--- config.mk ---
export PLATFORM = sky130hd
export DESIGN_NAME = axi4_lite_slave_regfile_flat
export DESIGN_NICKNAME = d
export VERILOG_FILES = /design/src/rtl/axi4_lite_pkg.sv /design/src/rtl/axi4_lite_slave_regfile_if.sv /design/src/rtl/axi4_lite_slave_regfile.sv /design/src/flat_wrapper.sv
export SDC_FILE = /design/constraint.sdc
export NUM_CORES = 1
export LEC_CHECK = 0
export CAP_MARGIN = 30
export CORE_MARGIN = 8
export CORE_UTILIZATION = 53
export DETAILED_ROUTE_END_ITERATION = 12
export PLACE_DENSITY_LB_ADDON = 0.15
export REMOVE_ABC_BUFFERS = 1
export SLEW_MARGIN = 5
export SYNTH_ARGS = -nofsm -noshare
export SYNTH_HDL_FRONTEND = slang
export SYNTH_SLANG_ARGS = --single-unit
export TNS_END_PERCENT = 20
--- constraint.sdc ---
create_clock -name clk -period 34.6 [get_ports clk]
set_input_delay 10.38 -clock clk [delete_from_list [all_inputs] [get_ports clk]]
set_output_delay 10.38 -clock clk [all_outputs]
set_load 0.03 [all_outputs]
--- src/rtl/axi4_lite_pkg.sv ---
// Shared AXI4-Lite types for the register-file responder:
// response codes and the write/read path state encodings.
package axi4_lite_pkg;

  typedef logic [1:0] resp_t;

  localparam resp_t RESP_OKAY   = 2'b00;
  localparam resp_t RESP_SLVERR = 2'b10;

  typedef enum logic {W_COLLECT, W_RESP} w_state_t;
  typedef enum logic {R_IDLE, R_DATA}    r_state_t;

endpackage

--- src/rtl/axi4_lite_slave_regfile_if.sv ---
// AXI4-Lite bus bundle between a master and the register-file responder.
interface axi4_lite_slave_regfile_if
  import axi4_lite_pkg::*;
#(
  parameter int ADDR_WIDTH = 32
);

  logic [ADDR_WIDTH-1:0] awaddr;
  logic                  awvalid;
  logic                  awready;
  logic [31:0]           wdata;
  logic [3:0]            wstrb;
  logic                  wvalid;
  logic                  wready;
  resp_t                 bresp;
  logic                  bvalid;
  logic                  bready;
  logic [ADDR_WIDTH-1:0] araddr;
  logic                  arvalid;
  logic                  arready;
  logic [31:0]           rdata;
  resp_t                 rresp;
  logic                  rvalid;
  logic                  rready;

  modport slave (
    input  awaddr, awvalid, wdata, wstrb, wvalid, bready, araddr, arvalid, rready,
    output awready, wready, bresp, bvalid, arready, rdata, rresp, rvalid
  );

  modport master (
    output awaddr, awvalid, wdata, wstrb, wvalid, bready, araddr, arvalid, rready,
    input  awready, wready, bresp, bvalid, arready, rdata, rresp, rvalid
  );

endinterface

--- src/rtl/axi4_lite_slave_regfile.sv ---
// AXI4-Lite responder with NUM_REGS byte-strobed 32-bit registers; independent
// write and read paths, out-of-range accesses answered with SLVERR.
//
//  state     | meaning
//  W_COLLECT | accepting AW and W independently (aw_got/w_got); commits once both held
//  W_RESP    | BVALID asserted, BRESP held until BREADY
//  R_IDLE    | ARREADY asserted, waiting for ARVALID
//  R_DATA    | RVALID asserted, RDATA/RRESP held until RREADY
module axi4_lite_slave_regfile
  import axi4_lite_pkg::*;
#(
  parameter  int NUM_REGS   = 8,
  parameter  int ADDR_WIDTH = 32,
  localparam int IDX_W      = $clog2(NUM_REGS)
) (
  input  logic                      clk,
  input  logic                      rst,
  axi4_lite_slave_regfile_if.slave  s_axi,
  output logic [NUM_REGS*32-1:0]    reg_q,
  output logic                      wr_pulse,
  output logic [IDX_W-1:0]          wr_index
);

  // Only word-index bits may be set (plus the ignored byte offset).
  function automatic logic in_range(input logic [ADDR_WIDTH-1:0] a);
    return (a >> (2 + IDX_W)) == '0;
  endfunction

  function automatic logic [IDX_W-1:0] idx_of(input logic [ADDR_WIDTH-1:0] a);
    return a[2 +: IDX_W];
  endfunction

  w_state_t              w_state_q, w_state_d;
  logic                  aw_got_q, aw_got_d;
  logic                  w_got_q, w_got_d;
  logic [ADDR_WIDTH-1:0] awaddr_q, awaddr_d;
  logic [31:0]           wdata_q, wdata_d;
  logic [3:0]            wstrb_q, wstrb_d;
  resp_t                 bresp_q, bresp_d;
  logic                  wr_pulse_q, wr_pulse_d;
  logic [IDX_W-1:0]      wr_index_q, wr_index_d;
  logic [31:0]           regs_q [NUM_REGS];
  logic [31:0]           regs_d [NUM_REGS];

  r_state_t              r_state_q, r_state_d;
  logic [31:0]           rdata_q, rdata_d;
  resp_t                 rresp_q, rresp_d;

  assign s_axi.awready = (w_state_q == W_COLLECT) && !aw_got_q;
  assign s_axi.wready  = (w_state_q == W_COLLECT) && !w_got_q;
  assign s_axi.bvalid  = (w_state_q == W_RESP);
  assign s_axi.bresp   = bresp_q;
  assign s_axi.arready = (r_state_q == R_IDLE);
  assign s_axi.rvalid  = (r_state_q == R_DATA);
  assign s_axi.rdata   = rdata_q;
  assign s_axi.rresp   = rresp_q;
  assign wr_pulse      = wr_pulse_q;
  assign wr_index      = wr_index_q;

  for (genvar g = 0; g < NUM_REGS; g++) begin : g_pack
    assign reg_q[32*g +: 32] = regs_q[g];
  end

  always_comb begin
    w_state_d  = w_state_q;
    aw_got_d   = aw_got_q;
    w_got_d    = w_got_q;
    awaddr_d   = awaddr_q;
    wdata_d    = wdata_q;
    wstrb_d    = wstrb_q;
    bresp_d    = bresp_q;
    wr_pulse_d = 1'b0;
    wr_index_d = wr_index_q;
    regs_d     = regs_q;
    case (w_state_q)
      W_COLLECT: begin
        if (aw_got_q && w_got_q) begin
          w_state_d = W_RESP;
          aw_got_d  = 1'b0;
          w_got_d   = 1'b0;
          if (in_range(awaddr_q)) begin
            bresp_d    = RESP_OKAY;
            wr_pulse_d = 1'b1;
            wr_index_d = idx_of(awaddr_q);
            for (int b = 0; b < 4; b++) begin
              if (wstrb_q[b]) regs_d[idx_of(awaddr_q)][8*b +: 8] = wdata_q[8*b +: 8];
            end
          end else begin
            bresp_d = RESP_SLVERR;
          end
        end else begin
          if (s_axi.awvalid && !aw_got_q) begin
            aw_got_d = 1'b1;
            awaddr_d = s_axi.awaddr;
          end
          if (s_axi.wvalid && !w_got_q) begin
            w_got_d = 1'b1;
            wdata_d = s_axi.wdata;
            wstrb_d = s_axi.wstrb;
          end
        end
      end
      W_RESP: begin
        if (s_axi.bready) w_state_d = W_COLLECT;
      end
      default: w_state_d = W_COLLECT;
    endcase
  end

  // Read samples regs_q, so a read latched alongside a commit sees the old value.
  always_comb begin
    r_state_d = r_state_q;
    rdata_d   = rdata_q;
    rresp_d   = rresp_q;
    case (r_state_q)
      R_IDLE: begin
        if (s_axi.arvalid) begin
          r_state_d = R_DATA;
          if (in_range(s_axi.araddr)) begin
            rdata_d = regs_q[idx_of(s_axi.araddr)];
            rresp_d = RESP_OKAY;
          end else begin
            rdata_d = '0;
            rresp_d = RESP_SLVERR;
          end
        end
      end
      R_DATA: begin
        if (s_axi.rready) r_state_d = R_IDLE;
      end
      default: r_state_d = R_IDLE;
    endcase
  end

  always_ff @(posedge clk or posedge rst) begin
    if (rst) begin
      w_state_q  <= W_COLLECT;
      aw_got_q   <= 1'b0;
      w_got_q    <= 1'b0;
      awaddr_q   <= '0;
      wdata_q    <= '0;
      wstrb_q    <= '0;
      bresp_q    <= RESP_OKAY;
      wr_pulse_q <= 1'b0;
      wr_index_q <= '0;
      regs_q     <= '{default: '0};
      r_state_q  <= R_IDLE;
      rdata_q    <= '0;
      rresp_q    <= RESP_OKAY;
    end else begin
      w_state_q  <= w_state_d;
      aw_got_q   <= aw_got_d;
      w_got_q    <= w_got_d;
      awaddr_q   <= awaddr_d;
      wdata_q    <= wdata_d;
      wstrb_q    <= wstrb_d;
      bresp_q    <= bresp_d;
      wr_pulse_q <= wr_pulse_d;
      wr_index_q <= wr_index_d;
      regs_q     <= regs_d;
      r_state_q  <= r_state_d;
      rdata_q    <= rdata_d;
      rresp_q    <= rresp_d;
    end
  end

endmodule

--- src/flat_wrapper.sv ---
// flat-port wrapper written by rule: the top's interface ports become plain ports
module axi4_lite_slave_regfile_flat import axi4_lite_pkg::*;
#(
  parameter  int NUM_REGS   = 8,
  parameter  int ADDR_WIDTH = 32,
  localparam int IDX_W      = $clog2(NUM_REGS)
)
  (clk, rst, reg_q, wr_pulse, wr_index, s_axi_awaddr, s_axi_awvalid, s_axi_wdata, s_axi_wstrb, s_axi_wvalid, s_axi_bready, s_axi_araddr, s_axi_arvalid, s_axi_rready, s_axi_awready, s_axi_wready, s_axi_bresp, s_axi_bvalid, s_axi_arready, s_axi_rdata, s_axi_rresp, s_axi_rvalid);
  axi4_lite_slave_regfile_if #(.ADDR_WIDTH(ADDR_WIDTH)) s_axi_i ();
  input  logic clk;
  input  logic rst;
  output logic [NUM_REGS*32-1:0] reg_q;
  output logic wr_pulse;
  output logic [IDX_W-1:0] wr_index;
  input wire logic [$bits(s_axi_i.awaddr)-1:0] s_axi_awaddr;
  input wire logic [$bits(s_axi_i.awvalid)-1:0] s_axi_awvalid;
  input wire logic [$bits(s_axi_i.wdata)-1:0] s_axi_wdata;
  input wire logic [$bits(s_axi_i.wstrb)-1:0] s_axi_wstrb;
  input wire logic [$bits(s_axi_i.wvalid)-1:0] s_axi_wvalid;
  input wire logic [$bits(s_axi_i.bready)-1:0] s_axi_bready;
  input wire logic [$bits(s_axi_i.araddr)-1:0] s_axi_araddr;
  input wire logic [$bits(s_axi_i.arvalid)-1:0] s_axi_arvalid;
  input wire logic [$bits(s_axi_i.rready)-1:0] s_axi_rready;
  output wire logic [$bits(s_axi_i.awready)-1:0] s_axi_awready;
  output wire logic [$bits(s_axi_i.wready)-1:0] s_axi_wready;
  output wire logic [$bits(s_axi_i.bresp)-1:0] s_axi_bresp;
  output wire logic [$bits(s_axi_i.bvalid)-1:0] s_axi_bvalid;
  output wire logic [$bits(s_axi_i.arready)-1:0] s_axi_arready;
  output wire logic [$bits(s_axi_i.rdata)-1:0] s_axi_rdata;
  output wire logic [$bits(s_axi_i.rresp)-1:0] s_axi_rresp;
  output wire logic [$bits(s_axi_i.rvalid)-1:0] s_axi_rvalid;
  assign s_axi_i.awaddr = s_axi_awaddr;
  assign s_axi_i.awvalid = s_axi_awvalid;
  assign s_axi_i.wdata = s_axi_wdata;
  assign s_axi_i.wstrb = s_axi_wstrb;
  assign s_axi_i.wvalid = s_axi_wvalid;
  assign s_axi_i.bready = s_axi_bready;
  assign s_axi_i.araddr = s_axi_araddr;
  assign s_axi_i.arvalid = s_axi_arvalid;
  assign s_axi_i.rready = s_axi_rready;
  assign s_axi_awready = s_axi_i.awready;
  assign s_axi_wready = s_axi_i.wready;
  assign s_axi_bresp = s_axi_i.bresp;
  assign s_axi_bvalid = s_axi_i.bvalid;
  assign s_axi_arready = s_axi_i.arready;
  assign s_axi_rdata = s_axi_i.rdata;
  assign s_axi_rresp = s_axi_i.rresp;
  assign s_axi_rvalid = s_axi_i.rvalid;
  axi4_lite_slave_regfile #(.NUM_REGS(NUM_REGS), .ADDR_WIDTH(ADDR_WIDTH)) u_core (.clk(clk), .rst(rst), .s_axi(s_axi_i), .reg_q(reg_q), .wr_pulse(wr_pulse), .wr_index(wr_index));
endmodule
==> impl_metrics.yaml <==
clock_tree:
  cts_setup_buffers: 0
  cts_buffer_depth: 3
  path_clk_slew_ns: 0.06
  cts_resized: 0
  htreeDepth: 2
  numClockSinks: 364
  hold_buffers: 0
  tritoncts: "built"
  cts_root_buffer: "clkbuf_16"
  clock_latency_ns: 0.51
  cts_buffers: 38
global_routing:
  grt_max_degree: 192
  overflow: 0
  grt_antenna_before_repair: 3
  grt_pass1_vias: 11270
  grt_pass1_wl_um: 69420
  grt_usage_pct: 25.11
route:
  wl_per_cell_um: 25.16
  vias: 10430
  vias_per_cell: 5.769
  drc: 0
  drt_iter0_markers: 518
  ant_nets: 0
  wirelength_um: 45480
  firstDrtPassIters: 4
floorplanning:
  fp.dieW_um: 189.5
  fp.dieArea_um2: 35900
  io_pins: 408
  fp.coreArea_um2: 29640
  start_util_pct: 53.81
  num_rows: 63
  die_h_um: 189.5
critical_path:
  cp.depth: 2
  path_class: "reg -> out"
  path_max_fanout: 5
  worstPathArrival_ns: 1.79
  cp.required_ns: 24.22
  path_delay_family: "buffers and inverters"
  cp_cell_sequence: "nor2_1 -> clkdlybuf4s50_1"
  worstSetupEndpointType: "output port"
  slowest_stage: "clkdlybuf4s50_1"
  critPathBufInv: 1
  reg2reg_slack_ns: 31.72
  crit_path_max_incr_delay_ns: 0.71
  cp-start-kind: "register"
  rr_worst_depth: 5
final_layout:
  final_layout_size_suffix_gt1_share_pct: 34.72
  nNetsFinal: 1496
  layout_commonest_cell: "clkdlybuf4s50_1"
  area_growth_pct: 35.27
  instances_no_fill: 1808
  final_cell_mix: "398 x clkdlybuf4s50_1, 364 x dfrtp_1, 325 x mux2_2"
  fin_util_pct: 72.79
synthesis:
  synth_area_um2: 15950
  ys_ff_latch: 364
  netlist_instances: 977
  yosys_warnings: 0
  ys_types: 26
  yosysSeqAreaShare_pct: 57.12
  avgSynthCellArea_um2: 16.32
min_path:
  hold_depth: 2
  min_path_type: "reg -> reg"
pwr:
  p_sw_uw: 296.5
  p_leak_nw: 9.659
  power_frac_seq_pct: 49.7
  switching_share_pct: 28.02
  intPower_uw: 761.7
  ir_worst_vdd_uv: 30.45
  power_density_nw_per_um2: 49.05
  pwr-share-comb_pct: 13.7
  clkPwrFrac_pct: 36.6
sta:
  post-route-period-util_pct: 35.18
  fmax_ghz: 0.08215
  clock_skew_ns: 0.008592
  setup_viol: 0
  finalWorstSetupSlack_ns: 22.43
  finalCriticalPeriod_ns: 12.17
  worst_slew_pin_slew_ns: 1.057
  slew_headroom_pct: 29.54
  drv_slew: 0
  grt_setup_unrepaired: "no"
  setup_tns_ns: 0
  finalHoldViolations: 0
outcome:
  status: "finished, final reports clean"
placed_design:
  gp_congestion: 0.7786
  port_buffers: 401
  placed_cells: 1738
  dpl.hpwl_um: 30630
  pre_cts_ws_ns: 21.82
run:
  cap_viol_max_count: 0
## worst paths after layout
path	start	to
max	u_core.s_axi.bvalid	s_axi_wready
min	u_core.s_axi.rdata[29]	u_core.s_axi.rdata[29]
max reg2reg	u_core.awaddr_q[19]	u_core.reg_q[56]
min reg2reg	u_core.s_axi.rdata[29]	u_core.s_axi.rdata[29]
max in group asynchronous	rst	u_core.reg_q[46]
min in group asynchronous	rst	u_core.awaddr_q[15]
## cells by family after synthesis
family / count (synthesis) / synth area share [%]
buffers and inverters: 48 / 1.373
AOI/OAI and AO/OA: 37 / 1.193
muxes: 421 / 33.99
and+or+nand+nor: 106 / 6.300
other: 1 / 0.02351
DFF: 364 / 57.12
## sequential cells by signal (all words and copies together), names as in the netlist
register / count
u_core.awaddr_q: 30
u_core.wdata_q: 32
u_core.aw_got_q: 1
u_core.wstrb_q: 4
u_core.reg_q: 256
u_core.s_axi.rvalid: 1
u_core.s_axi.bresp: 1
u_core.w_got_q: 1
u_core.s_axi.rdata: 32
u_core.s_axi.rresp: 1
u_core.s_axi.bvalid: 1
u_core.wr_index: 3
u_core.wr_pulse: 1
## synth_stat cells
cell type,instances,area (um2)
a21boi_0,1,7.510
a21oi_1,2,10.01
and2_1,2,12.51
and3b_1,1,8.760
buf_1,7,26.28
buf_2,7,35.03
buf_4,8,60.06
clkbuf_1,22,82.58
conb_1,1,3.750
dfrtp_1,364,9109
inv_1,4,15.01
mux2_2,325,3660
mux2i_1,32,320.3
mux4_2,64,1441
nand2_1,39,146.4
nand2b_1,6,37.54
nand4_1,3,18.77
nor2_1,7,26.28
nor3_1,2,10.01
nor4_1,11,68.82
nor4_2,3,37.54
nor4_4,29,616.8
o21ai_0,33,165.2
o21bai_1,1,7.510
or2_2,1,6.260
or4_1,2,15.01
## worst reg2reg max path, cell delays in order (launching register included)
cell and delay (ns):
dfrtp_1 0.38, nor4_1 0.42, nand4_1 0.22, buf_4 0.43, nor4_4 0.89, mux2_2 0.43
## routing by layer
layer / routed length [um] / vias to the layer above / GRT usage, %
li1: - / 4497 / -
met1: 17970 / 5472 / 30.82
met2: 22250 / 371 / 41.45
met3: 3735 / 86 / 7.892
met4: 1495 / 4 / 8.900
met5: 23 / - / 0
## power by group through the flow
stage	Sequential, mW	Clock, mW	Combinational, mW
global route	0.534	0.413	0.157
floorplan	0.512	0	0.103
detailed placement	0.531	0	0.147
CTS	0.524	0.394	0.147
global placement	0.529	0	0.143
finish	0.526	0.387	0.145
## area by class of cell
class / count / area (um2)
Antenna cell: 1 / 2.502
Clock buffer: 64 / 1162
Clock inverter: 4 / 20.02
Fill cell: 1962 / 8065
Inverter: 4 / 22.52
Multi-Input combinational cell: 566 / 6628
Sequential cell: 364 / 9109
Tap cell: 390 / 488.0
Timing Repair Buffer: 415 / 4141
## per-stage QoR
stage                     hold slack (ns)  power [mW]  cell area (um2)
after detailed placement           0.4693      0.6780            20360
after floorplan                    0.4774      0.6143            15750
after CTS                          0.4821       1.065            21540
after global routing               0.5101       1.104            21570
after global placement             0.4608      0.6722            20360
final                              0.4741       1.058            21570
(Power assumes the default switching activity.)
